[src/rtl/vlog_apb_arbiter.sv]
// Round-robin APB master: shares one no-wait-state APB slave between nreq local requesters.
// One SETUP/ACCESS transfer per grant, with a registered one-cycle done pulse back to the winner.
module vlog_apb_arbiter #(
  parameter int unsigned nreq      = 2,
  parameter int unsigned vpindex   = 8,
  parameter int unsigned vnapbslv  = 16,
  parameter logic [11:0] vpaddress = 12'h800,
  parameter logic [11:0] vpmask    = 12'hFFF
) (
  input  logic                 vclk,
  input  logic                 vrst,
  input  logic [nreq-1:0]      req_valid,
  input  logic [nreq-1:0]      req_write,
  input  logic [nreq*32-1:0]   req_addr,
  input  logic [nreq*32-1:0]   req_wdata,
  output logic [nreq-1:0]      req_done,
  output logic                 req_err,
  output logic [31:0]          rsp_rdata,
  output logic [vnapbslv-1:0]  vpsel,
  output logic                 vpenable,
  output logic [31:0]          vpaddr,
  output logic                 vpwrite,
  output logic [31:0]          vpwdata,
  input  logic [31:0]          vprdata
);

  localparam int unsigned pw = (nreq > 1) ? $clog2(nreq) : 1;
  localparam logic [pw-1:0] ptr_rst = pw'(nreq - 1);

  typedef enum logic [1:0] {
    st_idle   = 2'd0,
    st_setup  = 2'd1,
    st_access = 2'd2,
    st_done   = 2'd3
  } state_t;

  state_t               state, state_d;
  logic [pw-1:0]        ptr, ptr_d;
  logic [pw-1:0]        win, win_d;
  logic [pw-1:0]        gnt;
  logic [pw-1:0]        cand;
  logic                 any_req;
  logic                 sel_write;
  logic [31:0]          sel_addr;
  logic [31:0]          sel_wdata;
  logic                 hit;
  logic [vnapbslv-1:0]  vpsel_d;
  logic                 vpenable_d;
  logic [31:0]          vpaddr_d;
  logic                 vpwrite_d;
  logic [31:0]          vpwdata_d;
  logic [nreq-1:0]      req_done_d;
  logic                 req_err_d;
  logic [31:0]          rsp_rdata_d;

  // Round-robin scan starting one past the last winner.
  always_comb begin
    gnt     = ptr;
    cand    = '0;
    any_req = 1'b0;
    for (int unsigned i = 1; i <= nreq; i++) begin
      cand = pw'((32'(ptr) + i) % nreq);
      if (!any_req && req_valid[cand]) begin
        gnt     = cand;
        any_req = 1'b1;
      end
    end
  end

  // Payload of the candidate winner.
  always_comb begin
    sel_write = 1'b0;
    sel_addr  = '0;
    sel_wdata = '0;
    for (int unsigned i = 0; i < nreq; i++) begin
      if (gnt == pw'(i)) begin
        sel_write = req_write[i];
        sel_addr  = req_addr[32*i +: 32];
        sel_wdata = req_wdata[32*i +: 32];
      end
    end
  end

  assign hit = ((sel_addr[31:20] ^ vpaddress) & vpmask) == 12'h000;

  // Next state and next registered outputs; APB bus idles at zero outside SETUP/ACCESS.
  always_comb begin
    state_d     = state;
    ptr_d       = ptr;
    win_d       = win;
    vpsel_d     = '0;
    vpenable_d  = 1'b0;
    vpaddr_d    = '0;
    vpwrite_d   = 1'b0;
    vpwdata_d   = '0;
    req_done_d  = '0;
    req_err_d   = 1'b0;
    rsp_rdata_d = rsp_rdata;
    case (state)
      st_idle: begin
        if (any_req) begin
          ptr_d = gnt;
          win_d = gnt;
          if (hit) begin
            state_d          = st_setup;
            vpsel_d[vpindex] = 1'b1;
            vpaddr_d         = sel_addr;
            vpwrite_d        = sel_write;
            vpwdata_d        = sel_write ? sel_wdata : 32'h0;
          end else begin
            state_d         = st_done;
            req_done_d[gnt] = 1'b1;
            req_err_d       = 1'b1;
            rsp_rdata_d     = '0;
          end
        end
      end
      st_setup: begin
        state_d          = st_access;
        vpsel_d[vpindex] = 1'b1;
        vpenable_d       = 1'b1;
        vpaddr_d         = vpaddr;
        vpwrite_d        = vpwrite;
        vpwdata_d        = vpwdata;
      end
      st_access: begin
        state_d         = st_done;
        req_done_d[win] = 1'b1;
        rsp_rdata_d     = vpwrite ? 32'h0 : vprdata;
      end
      st_done: begin
        state_d = st_idle;
      end
      default: begin
        state_d = st_idle;
      end
    endcase
  end

  // State and output registers; reset abandons any in-flight transfer.
  always_ff @(posedge vclk or negedge vrst) begin
    if (!vrst) begin
      state     <= st_idle;
      ptr       <= ptr_rst;
      win       <= '0;
      vpsel     <= '0;
      vpenable  <= 1'b0;
      vpaddr    <= '0;
      vpwrite   <= 1'b0;
      vpwdata   <= '0;
      req_done  <= '0;
      req_err   <= 1'b0;
      rsp_rdata <= '0;
    end else begin
      state     <= state_d;
      ptr       <= ptr_d;
      win       <= win_d;
      vpsel     <= vpsel_d;
      vpenable  <= vpenable_d;
      vpaddr    <= vpaddr_d;
      vpwrite   <= vpwrite_d;
      vpwdata   <= vpwdata_d;
      req_done  <= req_done_d;
      req_err   <= req_err_d;
      rsp_rdata <= rsp_rdata_d;
    end
  end

endmodule

[config.mk]
export PLATFORM = sky130hd
export DESIGN_NAME = vlog_apb_arbiter
export DESIGN_NICKNAME = d
export VERILOG_FILES = /design/src/rtl/vlog_apb_arbiter.sv
export SDC_FILE = /design/constraint.sdc
export NUM_CORES = 1
export LEC_CHECK = 0
export ABC_AREA = 1
export CORE_UTILIZATION = 41
export CTS_CLUSTER_DIAMETER = 80
export DETAILED_ROUTE_END_ITERATION = 7
export PLACE_DENSITY = 0.82
export SLEW_MARGIN = 5
export SYNTH_ARGS = -nofsm -noshare
export SYNTH_HDL_FRONTEND = slang
export SYNTH_SLANG_ARGS = --single-unit
[constraint.sdc]
create_clock -name vclk -period 2.4 [get_ports vclk]
set_input_delay 0.48 -clock vclk [delete_from_list [all_inputs] [get_ports vclk]]
set_output_delay 0.48 -clock vclk [all_outputs]
set_load 0.1 [all_outputs]
# Word-level counts from Yosys, hierarchy flattened
# Index checks and enable logic that the tools add are counted.
# classes
add_sub_neg,2
order_cmp,6
n_eq_ne,5
mux,42
bitwise_logic,1
n_reduce_logical,9
# op_table
operator,n
$mux W32,10
$pmux W32 S2,3
$mux W1,19
$logic_not A12 Y1,1
$lt A1 B2 Y1 const B,4
$mux W2,4
$pmux W2 S4,1
$eq A2 B2 Y1 const B,2
$ne A2 B2 Y1 const B,2
$pmux W1 S2,2
$pmux W2 S2,1
$logic_and A1 B1 Y1,3
$reduce_and A3 Y1,1
$add A1 B1 Y1 const B,2
$demux W1 S1,2
$eq A2 B1 Y1 const B,1
$ge A1 B1 Y1 const B,2
$logic_not A2 Y1,1
$reduce_and A2 Y1,1
$reduce_bool A2 Y1,1
$logic_not A1 Y1,1
$not A1 Y1,1
# totals
register_bits,106
input_bits,166
wordCells,76

# Longest topological paths before layout
# Gate-level depths: netlist (run 1).
# depth
depth_word,14
ltp_mapped,13
mapped_depth_nobuf,11

# Worst setup path after synthesis (run 1)
# No wires, ideal clock.
# synth_path
kind,flip-flop to flip-flop
start,register vpwrite
end,register rsp_rdata[0]
setup_ns,0.121
t_arrival_ns,1.736
required_ns,2.279
path_slack_ns,0.543
stages_incl_launch_ff,7
path_buffers,2
period_less_slack_ns,1.857
path_cell_list,dfrtp_1 > or2_2 > clkbuf_1 > clkbuf_1 > nor2_1 > nand2_1 > nand2_1
# synth_via
elab_chain_len,2
# synth_rtl
item,line,rtl
start: declaration,22,"output logic vpwrite,"
start signal: assignment,161,vpwrite <= vpwrite_d;
$mux W32,129,rsp_rdata_d = vpwrite ? 32'h0 : vprdata;
$pmux W32 S2,99,case (state)
end signal: assignment,165,rsp_rdata <= rsp_rdata_d;
end: declaration,18,"output logic [31:0] rsp_rdata,"
# Every way passes these cells.
# A chain may end at the register's enable or synchronous reset.

# Worst setup path in the final report (run 1)
# layout_path
start,input port req_valid[0]
end,register rsp_rdata[1]
# layout_via
elab_chain_len,11
word_cells_on_any_way,16
# layout_rtl
item,line,rtl
start: declaration,12,"input logic [nreq-1:0] req_valid,"
$mux W1 (implied by the code) (2 in a row),63,if (!any_req && req_valid[cand]) begin
$mux W1,63,
$logic_not A1 Y1,63,
$logic_and A1 B1 Y1,63,
$mux W1,63,
$mux W32,76,if (gnt == pw'(i)) begin
$not A1 Y1 (no line),n/a,
$logic_not A12 Y1,84,assign hit = ((sel_addr[31:20] ^ vpaddress) & vpmask) == 12'h000;
$ne A2 B2 Y1 (no line),n/a,
$reduce_and A3 Y1 (no line) (*),n/a,
# Every way passes the cells marked *; elsewhere a longest branch is shown, timed or not. The select of a mux whose other input is x is not followed.

==> results of run 1 <==
## worst paths after layout
kind                                      end  cells after the start
max in group asynchronous          vpwdata[5]                      2
worst min register to register    req_done[0]                      1
min in group vclk                 req_done[0]                      1
worst max-delay path             rsp_rdata[1]                     13
worst min-delay path            rsp_rdata[16]                      1
worst max register to register   rsp_rdata[1]                     12
## through the flow
| stage | setup TNS [ps] | total power, mW | instances | setup WS, ps | cell area [µm²] |
|---|---|---|---|---|---|
| 2_1_floorplan | 0 | 7.53 | 778 | 543 | 5690 |
| 3_3_place_gp | -12770 | 9.21 | 1187 | -244 | 8270 |
| 3_5_place_dp | -17850 | 9.25 | 1187 | -387 | 8270 |
| 4_1_cts | 0 | 10.7 | 1203 | 19.2 | 8540 |
| 5_1_grt | 0 | 11.2 | 1206 | 88.0 | 8600 |
| 6_report | 0 | 10.6 | 1206 | 202 | 8600 |
## worst reg2reg max path: stages (launching register included)
cell	delay [ps]
sky130_fd_sc_hd__dfstp_2	590
sky130_fd_sc_hd__nand2_1	130
sky130_fd_sc_hd__o21ai_4	150
sky130_fd_sc_hd__buf_4	180
sky130_fd_sc_hd__nand2_1	50
sky130_fd_sc_hd__nand2_1	90
sky130_fd_sc_hd__nand2_1	60
sky130_fd_sc_hd__nor2_1	110
sky130_fd_sc_hd__nand3_1	130
sky130_fd_sc_hd__nand2_4	120
sky130_fd_sc_hd__nand2_4	210
sky130_fd_sc_hd__nand2_1	180
sky130_fd_sc_hd__nand2_1	70
## power groups by stage
stage	Combinational [mW]	Clock [mW]	Sequential, mW
floorplan	2.21	0	5.31
global placement	6.73	0	2.48
detailed placement	6.76	0	2.49
CTS	6.78	1.42	2.46
global route	7.16	1.49	2.52
finish	6.76	1.39	2.46
## logic make-up (layout without fill, tap and decap cells)
| kind of cell | Yosys count | count (layout) | synth area share |
|---|---|---|---|
| compound gates | 51 | 51 | 0.0646 |
| fa+ha+maj | 3 | 3 | 0.00666 |
| buf+inv | 131 | 382 | 0.109 |
| flops | 106 | 106 | 0.471 |
| other cells | 1 | 15 | 0.000665 |
| simple gates | 472 | 473 | 0.348 |
## timing repair
action / CTS / global route
buffers inserted: 0 / 2
endpoints found under the setup margin: 7 / 34
hold endpoints to repair: 0 / 0
resized for setup: 1 / 1
gates cloned: 0 / 1
pin swaps: 2 / 2
## final cells by class
cell class	count	area, µm²	area share
Clock inverter	6	48.8	0.00568
Sequential cell	106	2650	0.309
Multi-Input combinational cell	542	2450	0.285
Timing Repair Buffer	300	2750	0.320
Inverter	66	248	0.0288
Tap cell	176	220	0.0256
Clock buffer	10	229	0.0266
## cell usage after synthesis
library cell	n
sky130_fd_sc_hd__nand2_1	295
sky130_fd_sc_hd__dfrtp_1	105
sky130_fd_sc_hd__nor2_1	85
sky130_fd_sc_hd__inv_1	66
sky130_fd_sc_hd__nand3_1	47
sky130_fd_sc_hd__nand4_1	32
sky130_fd_sc_hd__buf_4	21
sky130_fd_sc_hd__o31ai_1	20
sky130_fd_sc_hd__clkbuf_1	19
sky130_fd_sc_hd__a21boi_0	13
sky130_fd_sc_hd__buf_2	12
sky130_fd_sc_hd__buf_1	9
sky130_fd_sc_hd__a21boi_1	7
sky130_fd_sc_hd__o21ai_0	5
sky130_fd_sc_hd__buf_6	4
sky130_fd_sc_hd__nand3b_1	4
sky130_fd_sc_hd__ha_1	3
sky130_fd_sc_hd__nand2_4	2
sky130_fd_sc_hd__nor2_2	2
sky130_fd_sc_hd__nor3_1	2
sky130_fd_sc_hd__o22ai_1	2
sky130_fd_sc_hd__a21oi_1	1
sky130_fd_sc_hd__a22oi_1	1
sky130_fd_sc_hd__conb_1	1
sky130_fd_sc_hd__dfstp_2	1
sky130_fd_sc_hd__nand2_2	1
sky130_fd_sc_hd__nor2_4	1
sky130_fd_sc_hd__o21ai_1	1
sky130_fd_sc_hd__o21ai_2	1
sky130_fd_sc_hd__or2_2	1
## cell usage in the layout, fill, tap and decap left out, types with 7 or more instances in the layout
master / count
sky130_fd_sc_hd__clkdlybuf4s50_1: 163
sky130_fd_sc_hd__conb_1: 15
sky130_fd_sc_hd__nand2_1: 295
sky130_fd_sc_hd__dfrtp_1: 105
sky130_fd_sc_hd__nand4_1: 32
sky130_fd_sc_hd__inv_1: 66
sky130_fd_sc_hd__a21boi_0: 13
sky130_fd_sc_hd__buf_12: 7
sky130_fd_sc_hd__clkbuf_16: 9
sky130_fd_sc_hd__nor2_1: 84
sky130_fd_sc_hd__a21boi_1: 7
sky130_fd_sc_hd__nand3_1: 47
sky130_fd_sc_hd__o31ai_1: 20
sky130_fd_sc_hd__buf_4: 129
## registers in the layout, summed over array words and instances, names as in the netlist
register / flops
vpsel: 1
req_done: 2
vpwrite: 1
req_err: 1
vpenable: 1
win: 1
state: 2
rsp_rdata: 32
vpwdata: 32
vpaddr: 32
ptr: 1
## routing by layer
metal	up-vias	track usage	routed length [µm]
li1	2879	-	-
met1	2677	0.295	7050
met2	257	0.432	8530
met3	30	0.0426	1070
met4	0	0.0847	378
met5	-	0	0
==> reports/metrics.cfg, run 1 <==
[layout]
proportion_of_layout_cells_with_a_drive_suffix_above_1 = 0.158
nNetsFinal = 1194
finalCoreUtilization = 0.644
layout.filler_cells = 1164
insertedDiodeCount = 0
layout-area-overhead-vs-synth_pct = 52.5

[worst_setup_path]
cp-startpoint = req_valid[0]
capturing_element_type_of_the_critical_path = flip-flop
worst_setup_path_start_kind = input pin
crit_path_frequent_cell = sky130_fd_sc_hd__nand2_1
cpLargestDelayFamily = simple AND/OR/NAND/NOR gates
crit_required_ps = 2630
crit_path_top_delay_cell = sky130_fd_sc_hd__clkdlybuf4s50_1
rrSetupSlack_ps = 210
buffer_and_inverter_count_on_the_worst_path = 2
critical_path_peak_fanout = 32
crit_chain = clkdlybuf4s50_1, nand2_1, o21ai_4, buf_4, nand2_1, nand2_1, nand2_1, nor2_1, nand3_1, nand2_4, nand2_4, nand2_1, nand2_1
worstPathArrival_ps = 2430
worst-setup-path-type = in -> reg
cpPeakStageDelay_ps = 480
timing.rr.start = ptr

[yosys]
cells_after_synth = 764
synth_cell_type_count = 30
synth.avg_cell_area_um2 = 7.38
synth_largest_type_area_fraction = 0.466
postSynthRegisterBits = 106
yosysSeqAreaShare = 0.471
yosys-top-cells-area = sky130_fd_sc_hd__dfrtp_1 (47%), sky130_fd_sc_hd__nand2_1 (20%), sky130_fd_sc_hd__nor2_1 (5.7%), sky130_fd_sc_hd__inv_1 (4.4%), sky130_fd_sc_hd__nand3_1 (4.2%)
synth.cell_area_um2 = 5640
yosysTopAreaCell = sky130_fd_sc_hd__dfrtp_1
yosys_warnings = 0

[pwr]
p_leak_nw = 4.68
peakVddDrop_uv = 429
net-switching-power_mw = 6.02
cellInternalPower_mw = 4.59
combinationalPowerShare = 0.637
switching_share = 0.568
p_per_area_nw_per_um2 = 1230
pwr-share-clk = 0.131
power.sequential.fraction = 0.232

[route]
number_of_nets_with_antenna_violations_after_detailed_routing = 0
routed_wire_length_per_instance_um = 14.1
via_count = 5843
drt_pass1_iterations = 5
viasPerCell = 4.84
routed_wl_um = 17000
drtIter0Drc = 396
drcViolationCount = 0

[timing]
timing_worst_slew_pin_value_ps = 649
max_freq_ghz = 0.455
final_layout_worst_hold_slack_ps = 149
finalSetupViolations = 0
slew_viol_final = 0
unrepaired_setup_endpoints_after_global_routing = no
max_transition_margin = 0.567
tmin_final_ps = 2200
clock_skew_ps = 9.58
layout_worst_path_cycle_share = 0.916
final-hold-violation-count = 0

[placed_design]
gp_routability_congestion = 0.880
io_buffer_count = 267
dpl.hpwl_um = 12400

[cts]
clk_transition_reported_paths_ps = 70
clkSinkCount = 106
ctsRootBufferMaster = sky130_fd_sc_hd__clkbuf_16
clk_path_buf_depth = 2
cts_max_level = 3
cts.hold.buffers_added = 0
number_of_cts_inserted_buffers = 9
worstSkewPairLatency_ps = 340
tritoncts_clock_tree = done

[grt]
grt_antenna_before_repair = 0
grt_max_degree = 50
grt_overflow = 0
grt_pass1_vias = 5676
global_route_wire_length_before_repair_um = 27600
gr_usage_total = 0.243

[floorplan]
design.die.area_um2 = 14200
initial_core_util = 0.422
height_of_the_die_um = 119
die_w_um = 119
floorplan.rows = 42
floorplan.core_area_um2 = 13300
top_level_ports = 283

[worst_hold_path]
hold_path.class = in -> async

[flow_run]
cap_viol_max_count = 0

[run_status]
run_status = complete, no violations

No activity file was read; power rests on OpenSTA's default activity.
==> inputs of run 2 (changes only) <==
--- a/config.mk
+++ b/config.mk
@@ -9,7 +9,7 @@
 export CORE_UTILIZATION = 41
 export CTS_CLUSTER_DIAMETER = 80
 export DETAILED_ROUTE_END_ITERATION = 7
-export PLACE_DENSITY = 0.82
+export PLACE_DENSITY_LB_ADDON = 0.2
 export SLEW_MARGIN = 5
 export SYNTH_ARGS = -nofsm -noshare
 export SYNTH_HDL_FRONTEND = slang
==> run 2 against run 1 <==
Effect of this change: register-to-register slack better by 70 ps; fmax is 1.1% lower; core utilization about the same; clock power rose by 6%; die area is the same; hold slack got worse by 39 ps; non-clock buffer count is 4 lower.
==> reports/metrics.cfg, run 2 (synthesized netlist as in run 1, its figures left out) <==
[grt]
grtUsageMet2 = 0.418
groute.layer.met3.usage = 0.0522
busiest_layer = met2
gr_usage_total = 0.243
global_route_wire_length_before_repair_um = 27200
groute.layer.met1.usage = 0.303
grt_overflow = 0
grt_pass1_vias = 5442
grt_max_degree = 62
grt_antenna_before_repair = 0

[pwr]
peakVddDrop_uv = 955
pwr-share-clk = 0.138
p_per_area_nw_per_um2 = 1250
switching_share = 0.561
cellInternalPower_mw = 4.71
power.sequential.fraction = 0.231
combinationalPowerShare = 0.631
net-switching-power_mw = 6.02
p_leak_nw = 4.68

[worst_setup_path]
crit_path_frequent_cell = sky130_fd_sc_hd__buf_4
critical_path_peak_fanout = 28
cpPeakStageDelay_ps = 500
crit_chain = clkdlybuf4s50_1, o21ai_4, buf_4, buf_4, nor2_1, nor2_2, buf_4, nand4_1, nand2_1
cpLargestDelayFamily = buffers and inverters
reg2regPathDepth = 9
crit_required_ps = 2680
worst-setup-path-type = in -> reg
worst_setup_path_start_kind = input pin
capturing_element_type_of_the_critical_path = flip-flop
buffer_and_inverter_count_on_the_worst_path = 4
worst-path-stages = 9
crit_path_top_delay_cell = sky130_fd_sc_hd__clkdlybuf4s50_1
worstPathArrival_ps = 2510

[timing]
max_freq_ghz = 0.450
timing_worst_slew_pin_value_ps = 632
max_transition_margin = 0.579
clock_skew_ps = 6.28
slew_viol_final = 0
layout_worst_path_cycle_share = 0.926
finalSetupViolations = 0
total_neg_setup_slack_ps = 0
final-hold-violation-count = 0
tmin_final_ps = 2220
final_layout_worst_hold_slack_ps = 110
finalWorstSetupSlack_ps = 178

[placed_design]
gp_routability_congestion = 0.846
dpl.hpwl_um = 12400
post-place-cells = 1183
io_buffer_count = 267
setup_slack_at_placement_ps = -180

[cts]
cts.hold.buffers_added = 0
cts_max_level = 3
number_of_cts_inserted_buffers = 9
clk_transition_reported_paths_ps = 70
tritoncts_clock_tree = done
worstSkewPairLatency_ps = 350
clk_path_buf_depth = 2
ctsRootBufferMaster = sky130_fd_sc_hd__clkbuf_16
clkSinkCount = 106

[run_status]
run_status = complete, no violations

[floorplan]
floorplan.rows = 42
floorplan.core_area_um2 = 13300
design.die.area_um2 = 14200
die_w_um = 119
top_level_ports = 283
height_of_the_die_um = 119
initial_core_util = 0.422

[flow_run]
cap_viol_max_count = 0

[layout]
insertedDiodeCount = 0
nNetsFinal = 1189
layout.filler_cells = 1215
layout-area-overhead-vs-synth_pct = 52.6
biggestRegsByFlops = rsp_rdata (32), vpaddr (32), vpwdata (32)
proportion_of_layout_cells_with_a_drive_suffix_above_1 = 0.153
mostFrequentLayoutCell = sky130_fd_sc_hd__nand2_1
stdcell_count = 1201
mostFrequentLayoutCells = sky130_fd_sc_hd__nand2_1 (295), sky130_fd_sc_hd__clkdlybuf4s50_1 (164), sky130_fd_sc_hd__buf_4 (124)

[route]
viasPerCell = 4.74
drcViolationCount = 0
drtIter0Drc = 316
routed_wire_length_per_instance_um = 14.0
via_count = 5691
drt_pass1_iterations = 4
routed_wl_um = 16900
number_of_nets_with_antenna_violations_after_detailed_routing = 0

[worst_hold_path]
hold_path.class = in -> async

[run 2: area by class of cell]
| class | count | area, µm² | area share |
|---|---|---|---|
| multi-input combinational | 541 | 2450 | 0.285 |
| timing repair buffer | 296 | 2730 | 0.318 |
| clock inverter | 5 | 62.6 | 0.00727 |
| clock buffer | 11 | 233 | 0.0271 |
| inverter | 66 | 248 | 0.0288 |
| sequential | 106 | 2650 | 0.309 |
| tap | 176 | 220 | 0.0256 |
[run 2: path summary, 6_finish.rpt]
path | start | to | slack, ps
worst max register to register | ptr | vpwdata[7] | 280
worst min register to register | win | req_done[0] | 470
min in group vclk | win | req_done[0] | 470
worst min-delay path | vrst | vpaddr[22] | 110
max in group asynchronous | vrst | vpaddr[26] | 1700
worst max-delay path | req_valid[1] | vpwdata[7] | 180
[run 2: what timing repair did]
| item | CTS | global route |
|---|---|---|
| buffers inserted | 0 | 2 |
| resized for setup | 0 | 0 |
| endpoints found under the setup margin | 0 | 32 |
[run 2: metrics by stage]
stage / power [mW] / utilization / instance area (µm²)
after floorplan: 7.53 / - / 5690
after global placement: 9.25 / 0.621 / 8290
after detailed placement: 9.27 / 0.621 / 8290
after CTS: 10.8 / 0.643 / 8590
after global routing: 11.3 / 0.644 / 8600
final: 10.7 / 0.644 / 8600
[run 2: per-layer routing]
metal,up-vias,routed length [µm]
met1,2596,7200
met4,0,318
met5,-,0
li1,2871,-
met2,201,8330
met3,23,1010
[run 2: power by group through the flow]
stage	Clock (mW)	Combinational (mW)	Sequential [mW]
final	1.48	6.77	2.48
after global routing	1.59	7.19	2.53
after CTS	1.51	6.78	2.48
after detailed placement	0	6.77	2.50
after global placement	0	6.75	2.49
after floorplan	0	2.21	5.31
[run 2: worst register-to-register path, delay by kind of cell, from the launching register on]
family	cells	cell delay, ps
buffers and inverters	3	710
AND/OR/NAND/NOR	5	600
flip-flops	1	590
AO/OA/AOI/OAI	1	180
